===== src/rtl/mdu_pkg.sv =====
// Shared constants, opcode and state types for the RV32M multiply/divide unit.
package mdu_pkg;

  localparam logic [6:0] FUNCT7_MULDIV = 7'b0000001;

  typedef enum logic [2:0] {
    OP_MUL    = 3'b000,
    OP_MULH   = 3'b001,
    OP_MULHSU = 3'b010,
    OP_MULHU  = 3'b011,
    OP_DIV    = 3'b100,
    OP_DIVU   = 3'b101,
    OP_REM    = 3'b110,
    OP_REMU   = 3'b111
  } mdu_op_e;

  typedef enum logic [1:0] {
    IDLE = 2'd0,
    CALC = 2'd1,
    FIX  = 2'd2,
    DONE = 2'd3
  } mdu_state_e;

  // rs1 is treated as signed by these operations.
  function automatic logic op_signed_a(input mdu_op_e op);
    return (op == OP_MULH) || (op == OP_MULHSU) || (op == OP_DIV) || (op == OP_REM);
  endfunction

  // rs2 is treated as signed by these operations.
  function automatic logic op_signed_b(input mdu_op_e op);
    return (op == OP_MULH) || (op == OP_DIV) || (op == OP_REM);
  endfunction

endpackage


===== src/rtl/mdu_iter_core.sv =====
// Iterative datapath: shift-add multiply and restoring divide on one hi/lo register pair,
// one bit per step, with the iteration down-counter.
module mdu_iter_core #(
  parameter int WIDTH = 32
) (
  input  logic             clk,
  input  logic             reset,
  input  logic             load,
  input  logic             step,
  input  logic             is_div,
  input  logic [WIDTH-1:0] op_a,
  input  logic [WIDTH-1:0] op_b,
  output logic [WIDTH-1:0] hi,
  output logic [WIDTH-1:0] lo,
  output logic             last
);

  localparam int CNT_W = $clog2(WIDTH);

  logic [WIDTH-1:0] m;
  logic [CNT_W-1:0] cnt;
  logic             div_mode;
  logic [WIDTH:0]   add_sum;
  logic [WIDTH:0]   rem_sh;
  logic [WIDTH:0]   diff;

  // Multiply: hi accumulates, lo holds the multiplier and collects low product bits.
  // Divide: lo shifts the dividend out of its MSB and quotient bits in at its LSB.
  always_comb begin
    add_sum = {1'b0, hi} + (lo[0] ? {1'b0, m} : '0);
    rem_sh  = {hi, lo[WIDTH-1]};
    diff    = rem_sh - {1'b0, m};
  end

  always_ff @(posedge clk or posedge reset) begin
    if (reset) begin
      m        <= '0;
      hi       <= '0;
      lo       <= '0;
      cnt      <= '0;
      div_mode <= 1'b0;
    end else if (load) begin
      div_mode <= is_div;
      m        <= is_div ? op_b : op_a;
      hi       <= '0;
      lo       <= is_div ? op_a : op_b;
      cnt      <= CNT_W'(WIDTH - 1);
    end else if (step) begin
      cnt <= cnt - 1'b1;
      if (div_mode) begin
        if (!diff[WIDTH]) begin
          hi <= diff[WIDTH-1:0];
          lo <= {lo[WIDTH-2:0], 1'b1};
        end else begin
          hi <= rem_sh[WIDTH-1:0];
          lo <= {lo[WIDTH-2:0], 1'b0};
        end
      end else begin
        hi <= add_sum[WIDTH:1];
        lo <= {add_sum[0], lo[WIDTH-1:1]};
      end
    end
  end

  assign last = (cnt == '0);

endmodule


===== src/rtl/mul_div_unit.sv =====
// RV32M multiply/divide unit with Start/Busy/Done handshake.
// MDU_FAST_MUL_EN: MUL* use a single-cycle product and skip CALC; divides stay iterative.
//
// state | meaning
// IDLE  | waiting for an accepted Start
// CALC  | one iteration per cycle in mdu_iter_core
// FIX   | sign correction and half/quotient/remainder select
// DONE  | Done pulse, Result holds the answer
module mul_div_unit
  import mdu_pkg::*;
#(
  parameter int WIDTH = 32
) (
  input  logic             clk,
  input  logic             reset,
  input  logic             Start,
  input  logic             Flush,
  input  logic [6:0]       Funct7,
  input  logic [2:0]       Funct3,
  input  logic [WIDTH-1:0] SrcA,
  input  logic [WIDTH-1:0] SrcB,
  output logic             Busy,
  output logic             Done,
  output logic [WIDTH-1:0] Result
);

  localparam logic [WIDTH-1:0] MOST_NEG = {1'b1, {(WIDTH-1){1'b0}}};

  mdu_state_e state;
  mdu_op_e    op_in;
  mdu_op_e    op_q;

  logic             accept;
  logic             sign_a;
  logic             sign_b;
  logic             div_by_zero;
  logic             div_ovf;
  logic             corner_in;
  logic             fast_in;
  logic [WIDTH-1:0] mag_a;
  logic [WIDTH-1:0] mag_b;
  logic [WIDTH-1:0] corner_val_in;

  logic             neg_q;
  logic             neg_r;
  logic             corner_q;
  logic [WIDTH-1:0] corner_val_q;

  logic [WIDTH-1:0]   core_hi;
  logic [WIDTH-1:0]   core_lo;
  logic               core_last;
  logic [2*WIDTH-1:0] product;
  logic [2*WIDTH-1:0] prod_fix;
  logic [WIDTH-1:0]   fix_val;

  always_comb begin
    op_in  = mdu_op_e'(Funct3);
    accept = (state == IDLE) && Start && !Flush && (Funct7 == FUNCT7_MULDIV);
    sign_a = op_signed_a(op_in) & SrcA[WIDTH-1];
    sign_b = op_signed_b(op_in) & SrcB[WIDTH-1];
    mag_a  = sign_a ? -SrcA : SrcA;
    mag_b  = sign_b ? -SrcB : SrcB;

    // Divide corner cases bypass CALC; Funct3[1] separates remainder from quotient.
    div_by_zero   = Funct3[2] && (SrcB == '0);
    div_ovf       = ((op_in == OP_DIV) || (op_in == OP_REM)) && (SrcA == MOST_NEG) && (SrcB == '1);
    corner_in     = div_by_zero || div_ovf;
    corner_val_in = '0;
    if (div_by_zero)
      corner_val_in = Funct3[1] ? SrcA : '1;
    else if (div_ovf)
      corner_val_in = Funct3[1] ? '0 : SrcA;

`ifdef MDU_FAST_MUL_EN
    fast_in = !Funct3[2];
`else
    fast_in = 1'b0;
`endif
  end

  mdu_iter_core #(.WIDTH(WIDTH)) u_core (
    .clk    (clk),
    .reset  (reset),
    .load   (accept),
    .step   ((state == CALC) && !Flush),
    .is_div (Funct3[2]),
    .op_a   (mag_a),
    .op_b   (mag_b),
    .hi     (core_hi),
    .lo     (core_lo),
    .last   (core_last)
  );

`ifdef MDU_FAST_MUL_EN
  logic [WIDTH-1:0] fast_a;
  logic [WIDTH-1:0] fast_b;

  always_ff @(posedge clk or posedge reset) begin
    if (reset) begin
      fast_a <= '0;
      fast_b <= '0;
    end else if (accept) begin
      fast_a <= mag_a;
      fast_b <= mag_b;
    end
  end

  assign product = {{WIDTH{1'b0}}, fast_a} * {{WIDTH{1'b0}}, fast_b};
`else
  assign product = {core_hi, core_lo};
`endif

  always_comb begin
    prod_fix = neg_q ? -product : product;
    fix_val  = '0;
    case (op_q)
      OP_MUL:                       fix_val = prod_fix[WIDTH-1:0];
      OP_MULH, OP_MULHSU, OP_MULHU: fix_val = prod_fix[2*WIDTH-1:WIDTH];
      OP_DIV, OP_DIVU:              fix_val = neg_q ? -core_lo : core_lo;
      default:                      fix_val = neg_r ? -core_hi : core_hi;
    endcase
    if (corner_q)
      fix_val = corner_val_q;
  end

  always_ff @(posedge clk or posedge reset) begin
    if (reset) begin
      state        <= IDLE;
      Busy         <= 1'b0;
      Done         <= 1'b0;
      Result       <= '0;
      op_q         <= OP_MUL;
      neg_q        <= 1'b0;
      neg_r        <= 1'b0;
      corner_q     <= 1'b0;
      corner_val_q <= '0;
    end else begin
      Done <= 1'b0;
      if (Flush) begin
        state <= IDLE;
        Busy  <= 1'b0;
      end else begin
        case (state)
          IDLE: begin
            if (accept) begin
              op_q         <= op_in;
              neg_q        <= sign_a ^ sign_b;
              neg_r        <= sign_a;
              corner_q     <= corner_in;
              corner_val_q <= corner_val_in;
              Busy         <= 1'b1;
              state        <= (corner_in || fast_in) ? FIX : CALC;
            end
          end
          CALC: begin
            if (core_last)
              state <= FIX;
          end
          FIX: begin
            state  <= DONE;
            Busy   <= 1'b0;
            Done   <= 1'b1;
            Result <= fix_val;
          end
          default: state <= IDLE;
        endcase
      end
    end
  end

endmodule


===== config.mk =====
export PLATFORM = sky130hd
export DESIGN_NAME = mul_div_unit
export DESIGN_NICKNAME = d
export VERILOG_FILES = /design/src/rtl/mdu_pkg.sv /design/src/rtl/mdu_iter_core.sv /design/src/rtl/mul_div_unit.sv
export SDC_FILE = /design/constraint.sdc
export NUM_CORES = 1
export LEC_CHECK = 0
export BUFFER_PORTS_ARGS = -buffer_cell sky130_fd_sc_hd__buf_2
export CAP_MARGIN = 40
export CORE_MARGIN = 5
export CORE_UTILIZATION = 40
export DETAILED_ROUTE_END_ITERATION = 16
export PLACE_DENSITY = 0.62
export SLEW_MARGIN = 20
export SYNTH_ARGS = -nofsm -noshare
export SYNTH_HDL_FRONTEND = slang
export SYNTH_SLANG_ARGS = --single-unit

===== constraint.sdc =====
create_clock -name clk -period 5.8 [get_ports clk]
set_input_delay 1.45 -clock clk [delete_from_list [all_inputs] [get_ports clk]]
set_output_delay 1.45 -clock clk [all_outputs]
set_load 0.05 [all_outputs]

==> metrics, run 1 <==
HPWL Detailed=around 46000 microns; Post-Synthesis Cells=approximately 2100; RSZ-0062 raised after global routing=no; IO Port Bufs=111; number of buffers created by CTS=17; post-cts repair resize count=0; Initial Util=0.403; Lkg Pwr=7.64 nW; Via density=6.07; Synth Area in XOR/XNOR=0.107; Layout Nets=2304; Setup Fix Bufs, Post-CTS=0; Final Wtd Congestion=0.968; largest family of logic cells by synthesized area=compound AO/OA/AOI/OAI gates; CTS tree=built; power density cells=351 nW/um^2; maximum clock rate=230 MHz; die area=approximately 44000 sq um; Final Slew Violations=0; placed cells=2653; Fin. Hold Viols=0; R2R cell count=14; Final TNS setup=0 ns; Post-Syn Area=~16000 sq um; # clock sinks=176; post-place instance area=roughly 17000 sq um; clk slew on worst S/H paths=0.09 ns; leading area contributor after synthesis=dfrtp_1; Rel. slew slack=0.452; fillcell total=around 4100; syn_nets=2293; number of synthesized flops with an enable pin=0; Final Cell Area=17600 sq um; Area contributors post-synth=dfrtp_1 (28%), o21ai_0 (7.7%), nand2_1 (6.3%); status=complete, no violations; Clock Path Buffers=2; drt initial violations=1615; first-pass iteration count of the detailed router=6; n_diodes=0; Routed WL=59600 microns; Crit Path Class=reg2reg; Max Cap Viol=0; CTS H-tree lvls=4; yosys warns=0; min cycle time layout=approximately 4.4 ns; post-synthesis simple-gate area fraction=0.208; final setup fails=0; via count of the first global-routing pass=~15000; worst hold path type=reg2reg; initial antenna violation count=0; Startpoint Class=flop; worst-path maximum fanout=41; I/O pins=112; core area=39600 sq um; Area Growth Syn to Fin=10.1%; post-synthesis sequential area ratio=0.276; drt wl/cell=22.2 microns; CP required=6.13 ns; Post-Synth Adder-Cell Area=0.0613; Rows=73; Worst-Skew Late Latency=0.46 ns; skew final=0.0213 ns; most common cell after layout, fill and taps aside=nand2_1; most frequent cells in the layout=nand2_1 (268), o21ai_0 (247), nor2_1 (213); die span in y=210 microns; Synth Register Bits=176; root buffer cell=clkbuf_16; final cell count without fillers=~2700; Async SR Flop Fraction=1.00; crit path capture type=flop; Design Power=roughly 0.0062 W; Final Cycle Share=0.751; GRT Util Overall=0.264; R2R setup slack=between 1 and 1.5 ns; Synth Flop Type=dfrtp_1; cts hold-fix bufs=0; DRC Markers=0; Die Wd=210 microns; post-synth top area share=0.276; worst vdd ir=around 0.24 mV; mux contribution to synthesized area=0.0371; via count=roughly 16000; CP arrival=4.69 ns; share of cells above drive strength 1=0.104; hold depth=2; first-pass GRT wire length=91300 microns; Netlist cell types=74; antenna-violating nets left=0; Synth Area in Compound Gates=0.257; Least-Margin Pin Slew=0.815 ns; largest net degree at the start of global routing=120; Avg Inst Size Synth=7.47 sq um; grt ovf=0
[area by class of cell]
type	instances	area, sq um	area share
flip-flops and latches	176	4410	0.251
clock buffers	20	447	0.0254
multi-input cells	1737	10700	0.610
well taps	525	657	0.0374
inverters	71	270	0.0154
repair buffers	146	885	0.0503
clock inverters	12	189	0.0107
[metal layers]
metal / track usage / part of all wire / up-vias
met5: 0 / 0 / -
met4: 0.0891 / 0.036 / 0
li1: - / - / 7638
met2: 0.390 / 0.43 / 777
met3: 0.0529 / 0.091 / 100
met1: 0.385 / 0.44 / 7792
[path summary, 6_finish.rpt]
path | startpoint | to
max | u_core.lo[31] | u_core.hi[14]
min | u_core.m[5] | u_core.m[5]
max reg2reg | u_core.lo[31] | u_core.hi[14]
min reg2reg | u_core.m[5] | u_core.m[5]
max in group asynchronous | reset | u_core.div_mode
min in group asynchronous | reset | corner_val_q[18]
[cells in the mapped netlist, drive strengths merged, types with 4 or more instances]
master,instances
a31oi,10
inv,71
o41ai,14
a211oi,17
buf,21
xnor2,97
or2,14
nand2b,19
and2,4
nand2,268
a221oi,8
o221ai,17
xor2,98
a22oi,12
clkbuf,133
dfrtp,176
and3,9
a21o,20
or4,18
mux2,10
nand3,30
o21ai,250
o31ai,35
a311oi,4
o211ai,44
a21oi,198
ha,75
nor2,215
nand4,21
o22ai,12
nor3,59
nor4,17
mux2i,48
or3,9
o21a,7
nor2b,22
[worst max-delay path, stage by stage (launching register included)]
cell and delay, ns:
dfrtp_1 0.48, inv_1 0.10, ha_1 0.24, fa_1 0.40, nor2b_1 0.23, o31ai_1 0.12, a21oi_1 0.34, a21oi_1 0.24
o2111ai_1 0.39, a21oi_1 0.19, nor3_4 0.36, buf_4 0.50, mux2_2 0.40, a21oi_1 0.15, a211oi_1 0.07
[sequential cells by signal, indices dropped and copies added (netlist names)]
register and count:
Result 32, corner_val_q 32, u_core.hi 32, u_core.lo 32, u_core.m 32, u_core.cnt 5, op_q 3, state 2
Busy 1, Done 1, corner_q 1, neg_q 1, neg_r 1, u_core.div_mode 1
[logic make-up (layout without fill, tap and decap cells)]
kind of cell	Yosys count	after routing
AOI/OAI and AO/OA	684	684
xor gates and xnor gates	195	195
adders and majority gates	77	77
buffers and inverters	225	249
DFF	176	176
muxes	58	58
and+or+nand+nor	723	723
[where the power goes]
| part | leakage, nW | switching [W] | internal (W) |
|---|---|---|---|
| clock | 0.313 | 0.000560 | 0.000745 |
| combinational | 5.00 | 0.00187 | 0.00120 |
| sequential | 2.33 | 0.000417 | 0.00139 |
| total | 7.64 | 0.00284 | 0.00333 |
[per-stage QoR]
stage | hold WS, ns | util | setup WS (ns)
finish | 0.482 | 0.444 | 1.44
global route | 0.509 | 0.444 | 1.17
CTS | 0.484 | 0.442 | 1.51
detailed placement | 0.469 | 0.426 | 1.24
global placement | 0.462 | 0.425 | 1.28
floorplan | 0.442 | - | 1.70
Note: power is estimated with default switching activity, not from simulation.
==> inputs of run 2 (changes only) <==
--- a/config.mk
+++ b/config.mk
@@ -5,12 +5,13 @@
 export SDC_FILE = /design/constraint.sdc
 export NUM_CORES = 1
 export LEC_CHECK = 0
+export ABC_AREA = 1
 export BUFFER_PORTS_ARGS = -buffer_cell sky130_fd_sc_hd__buf_2
 export CAP_MARGIN = 40
 export CORE_MARGIN = 5
 export CORE_UTILIZATION = 40
 export DETAILED_ROUTE_END_ITERATION = 16
-export PLACE_DENSITY = 0.62
+export PLACE_DENSITY = 0.59
 export SLEW_MARGIN = 20
 export SYNTH_ARGS = -nofsm -noshare
 export SYNTH_HDL_FRONTEND = slang
==> constraint.sdc (replaced) <==
create_clock -name clk -period 4.55 [get_ports clk]
set_input_delay 1.1375 -clock clk [delete_from_list [all_inputs] [get_ports clk]]
set_output_delay 1.1375 -clock clk [all_outputs]
set_load 0.05 [all_outputs]
==> run 2 against run 1 <==
First-iteration DRC count up 72%. Sequential power rose by 54%. Area after synthesis up 21%. Final area rose by 20%. Clock power increased by 23%. Sequential cell count stayed put. Clock skew fell by 0.0061 ns. Critical endpoint is now u_core.hi[12].
==> metrics, run 2 <==
die area=52700 sq um (was 44000 sq um); Max Cap Viol=0 (unchanged); worst-path maximum fanout=10 (was 41); crit path cell chain=inv_1 -> fa_1 -> inv_1 -> nand2_1 -> nand2_1 -> nand3_1 -> nand2_1 -> nand2_1 -> nand2_1 -> nand2_1 -> nand3_1 -> nand2_2 -> buf_4 -> nor2_1 -> nand2_1 -> nand3_1 -> o21ai_0 (was inv_1 -> ha_1 -> fa_1 -> nor2b_1 -> o31ai_1 -> a21oi_1 -> a21oi_1 -> o2111ai_1 -> a21oi_1 -> nor3_4 -> buf_4 -> mux2_2 -> a21oi_1 -> a211oi_1); cts hold-fix bufs=0 (unchanged); grt ovf=0 (unchanged); drt initial violations=2772 (was 1615); via count=22700 (was 16300); Fin. Hold Viols=0 (unchanged); Routed WL=86200 microns (was 59600 microns); Async SR Flop Fraction=1.00 (unchanged); share of cells above drive strength 1=0.0682 (was 0.104); critical path endpoint=u_core.hi[12] (was u_core.hi[14]); antenna-violating nets left=0 (unchanged); Rel. slew slack=0.419 (was 0.452); Reg-to-Reg Start=u_core.hi[0] (was u_core.lo[31]); CP arrival=3.66 ns (was 4.69 ns); Post-Synthesis Cells=3393 (was 2138); power density cells=475 nW/um^2 (was 351 nW/um^2); Area Growth Syn to Fin=9.72% (was 10.1%); clk slew on worst S/H paths=0.08 ns (was 0.09 ns); GRT Util Overall=0.314 (was 0.264); R2R cell count=17 (was 14); via count of the first global-routing pass=20500 (was 15200); final setup fails=0 (unchanged); Final Slew Violations=0 (unchanged); Layout Nets=3603 (was 2304); maximum clock rate=302 MHz (was 230 MHz); RSZ-0062 raised after global routing=no (unchanged); Synth Flop Type=dfrtp_1 (unchanged); Die Wd=230 microns (was 210 microns); Avg Inst Size Synth=5.69 sq um (was 7.47 sq um); Final TNS setup=0 ns (unchanged); I/O pins=112 (unchanged); post-cts repair resize count=0 (unchanged); R2R setup slack=1.23 ns (was 1.44 ns); CTS tree=built (unchanged); n_diodes=0 (unchanged); Startpoint Class=flop (unchanged); cell-internal power=0.00439 W (was 0.00333 W); most common cell after layout, fill and taps aside=nand2_1 (unchanged); Post-Syn Area=19300 sq um (was 16000 sq um); min cycle time layout=3.32 ns (was 4.36 ns); worst hold path type=reg2reg (unchanged); Netlist cell types=49 (was 74); Setup Fix Bufs, Post-CTS=0 (unchanged); logic gate share of total power=0.564 (was 0.496); capturing point of the worst reg2reg path=u_core.hi[12] (was u_core.hi[14]); sw frac=0.563 (was 0.460); Clk pwr share=0.159 (was 0.211); Reg power frac=0.277 (was 0.293); Crit Path Class=reg2reg (unchanged); drt wl/cell=21.1 microns (was 22.2 microns); Crit. Startpoint=u_core.hi[0] (was u_core.lo[31]); Rows=80 (was 73); root buffer cell=clkbuf_16 (unchanged); number of synthesized flops with an enable pin=0 (unchanged); Final Cycle Share=0.729 (was 0.751); synth cell count leaders=nand2_1 (1114), inv_1 (451), nor2_1 (394), nand3_1 (337), o21ai_0 (203) (was nand2_1 (268), o21ai_0 (247), nor2_1 (215), a21oi_1 (198), dfrtp_1 (176)); first-pass GRT wire length=128000 microns (was 91300 microns); most frequent cells in the layout=nand2_1 (1114), inv_1 (450), nor2_1 (390) (was nand2_1 (268), o21ai_0 (247), nor2_1 (213)); Synth Register Bits=176 (unchanged); final cell count without fillers=4076 (was 2687); post-synthesis sequential area ratio=0.228 (was 0.276); CP required=4.90 ns (was 6.13 ns); Lkg Pwr=10.7 nW (was 7.64 nW); Initial Util=0.404 (was 0.403); Least-Margin Pin Slew=0.870 ns (was 0.815 ns); HPWL Detailed=69300 microns (was 45500 microns); placed cells=4040 (was 2653); IO Port Bufs=111 (unchanged); CTS H-tree lvls=4 (unchanged); yosys warns=0 (unchanged); largest net degree at the start of global routing=83 (was 120); most common cell in the synthesized netlist=nand2_1 (unchanged); P_sw=0.00567 W (was 0.00284 W); first-pass iteration count of the detailed router=7 (was 6); worst vdd ir=0.354 mV (was 0.238 mV); syn_nets=3548 (was 2293); Clock Path Buffers=2 (unchanged); post-synth top area share=0.228 (was 0.276); leading area contributor after synthesis=dfrtp_1 (unchanged); Crit-path slowest cell=dfrtp_1 (was buf_4); Via density=5.58 (was 6.07); skew final=0.0151 ns (was 0.0213 ns); DRC Markers=0 (unchanged); crit path capture type=flop (unchanged); CP max stage delay=0.51 ns (was 0.50 ns); die span in y=230 microns (was 210 microns); status=complete, no violations (unchanged); Area contributors post-synth=dfrtp_1 (23%), nand2_1 (22%), inv_1 (8.8%) (was dfrtp_1 (28%), o21ai_0 (7.7%), nand2_1 (6.3%)); initial antenna violation count=0 (unchanged); core area=47700 sq um (was 39600 sq um); Worst-Skew Late Latency=0.48 ns (was 0.46 ns); cell repeated most along the worst path=nand2_1 (was a21oi_1); number of buffers created by CTS=17 (unchanged); Final Wtd Congestion=1.05 (was 0.968); # clock sinks=176 (unchanged)
-- run 2: cell types whose count changed after synthesis, sizes merged, moves of 21 or more --
cell    delta
a21oi     -21
clkbuf    -54
inv      +391
mux2i     -48
nand2    +851
nand3    +308
nand4     +27
nor2     +189
nor2b     -22
nor3      -33
o21ai     -33
o31ai     -35
xnor2     -73
xor2      -51
-- run 2: logic make-up after synthesis --
group	count (synthesis)	share of synthesized area
AND/OR/NAND/NOR	1978	0.426
buffers and inverters	584	0.118
AO/OA/AOI/OAI	507	0.146
flip-flops	176	0.228
adder cells (fa/ha/maj)	77	0.0507
XOR/XNOR	71	0.0322
-- run 2: stage by stage --
step                setup slack [ns]  instance area (sq um)  total power [W]  hold slack (ns)   util
floorplan                       1.16                  19300          0.00636            0.449      -
global placement               0.909                  20500          0.00833            0.464  0.428
detailed placement             0.874                  20500          0.00832            0.464  0.429
CTS                             1.24                  21100          0.00992            0.483  0.442
global route                   0.920                  21200           0.0107            0.499  0.443
finish                          1.23                  21200           0.0101            0.477  0.443
-- run 2: routing by layer --
layer / global-route usage / share of wire / wire length (microns)
met5: 0 / 0 / 0
met4: 0.113 / 0.041 / 3560
met3: 0.0654 / 0.094 / 8110
met2: 0.499 / 0.45 / 38500
met1: 0.423 / 0.42 / 36000
-- run 2: area by class of cell --
| cell class | count | area (sq um) |
|---|---|---|
| clock buffers | 17 | 425 |
| clock inverters | 15 | 179 |
| fillers | 5229 | 26600 |
| inverters | 465 | 1750 |
| multi-input cells | 2633 | 12700 |
| flip-flops and latches | 176 | 4410 |
| well taps | 615 | 769 |
| repair buffers | 155 | 985 |
-- run 2: critical path, delay by kind of cell (launching register included) --
family / cells / cell delay (ns)
flops: 1 / 0.51
compound gates: 1 / 0.08
fa+ha+maj: 1 / 0.51
buf+inv: 3 / 0.52
simple gates: 12 / 1.55
-- run 2: power groups by stage --
stage | clock network, W | registers, W | logic [W]
6_report | 0.00160 | 0.00278 | 0.00568
3_3_place_gp | 0 | 0.00279 | 0.00555
5_1_grt | 0.00167 | 0.00280 | 0.00624
2_1_floorplan | 0 | 0.00292 | 0.00344
3_5_place_dp | 0 | 0.00278 | 0.00554
4_1_cts | 0.00161 | 0.00275 | 0.00557
-- run 2: worst min-delay path by stage --
stage                      from               end  slack [ns]  depth (start not counted)
2_1_floorplan  corner_val_q[31]  corner_val_q[31]        0.45                          2
3_3_place_gp          Result[6]         Result[6]        0.46                          2
3_5_place_dp          Result[6]         Result[6]        0.46                          2
4_1_cts               Result[6]         Result[6]        0.48                          2
5_1_grt               Result[6]         Result[6]        0.50                          2
6_report              Result[6]         Result[6]        0.48                          2
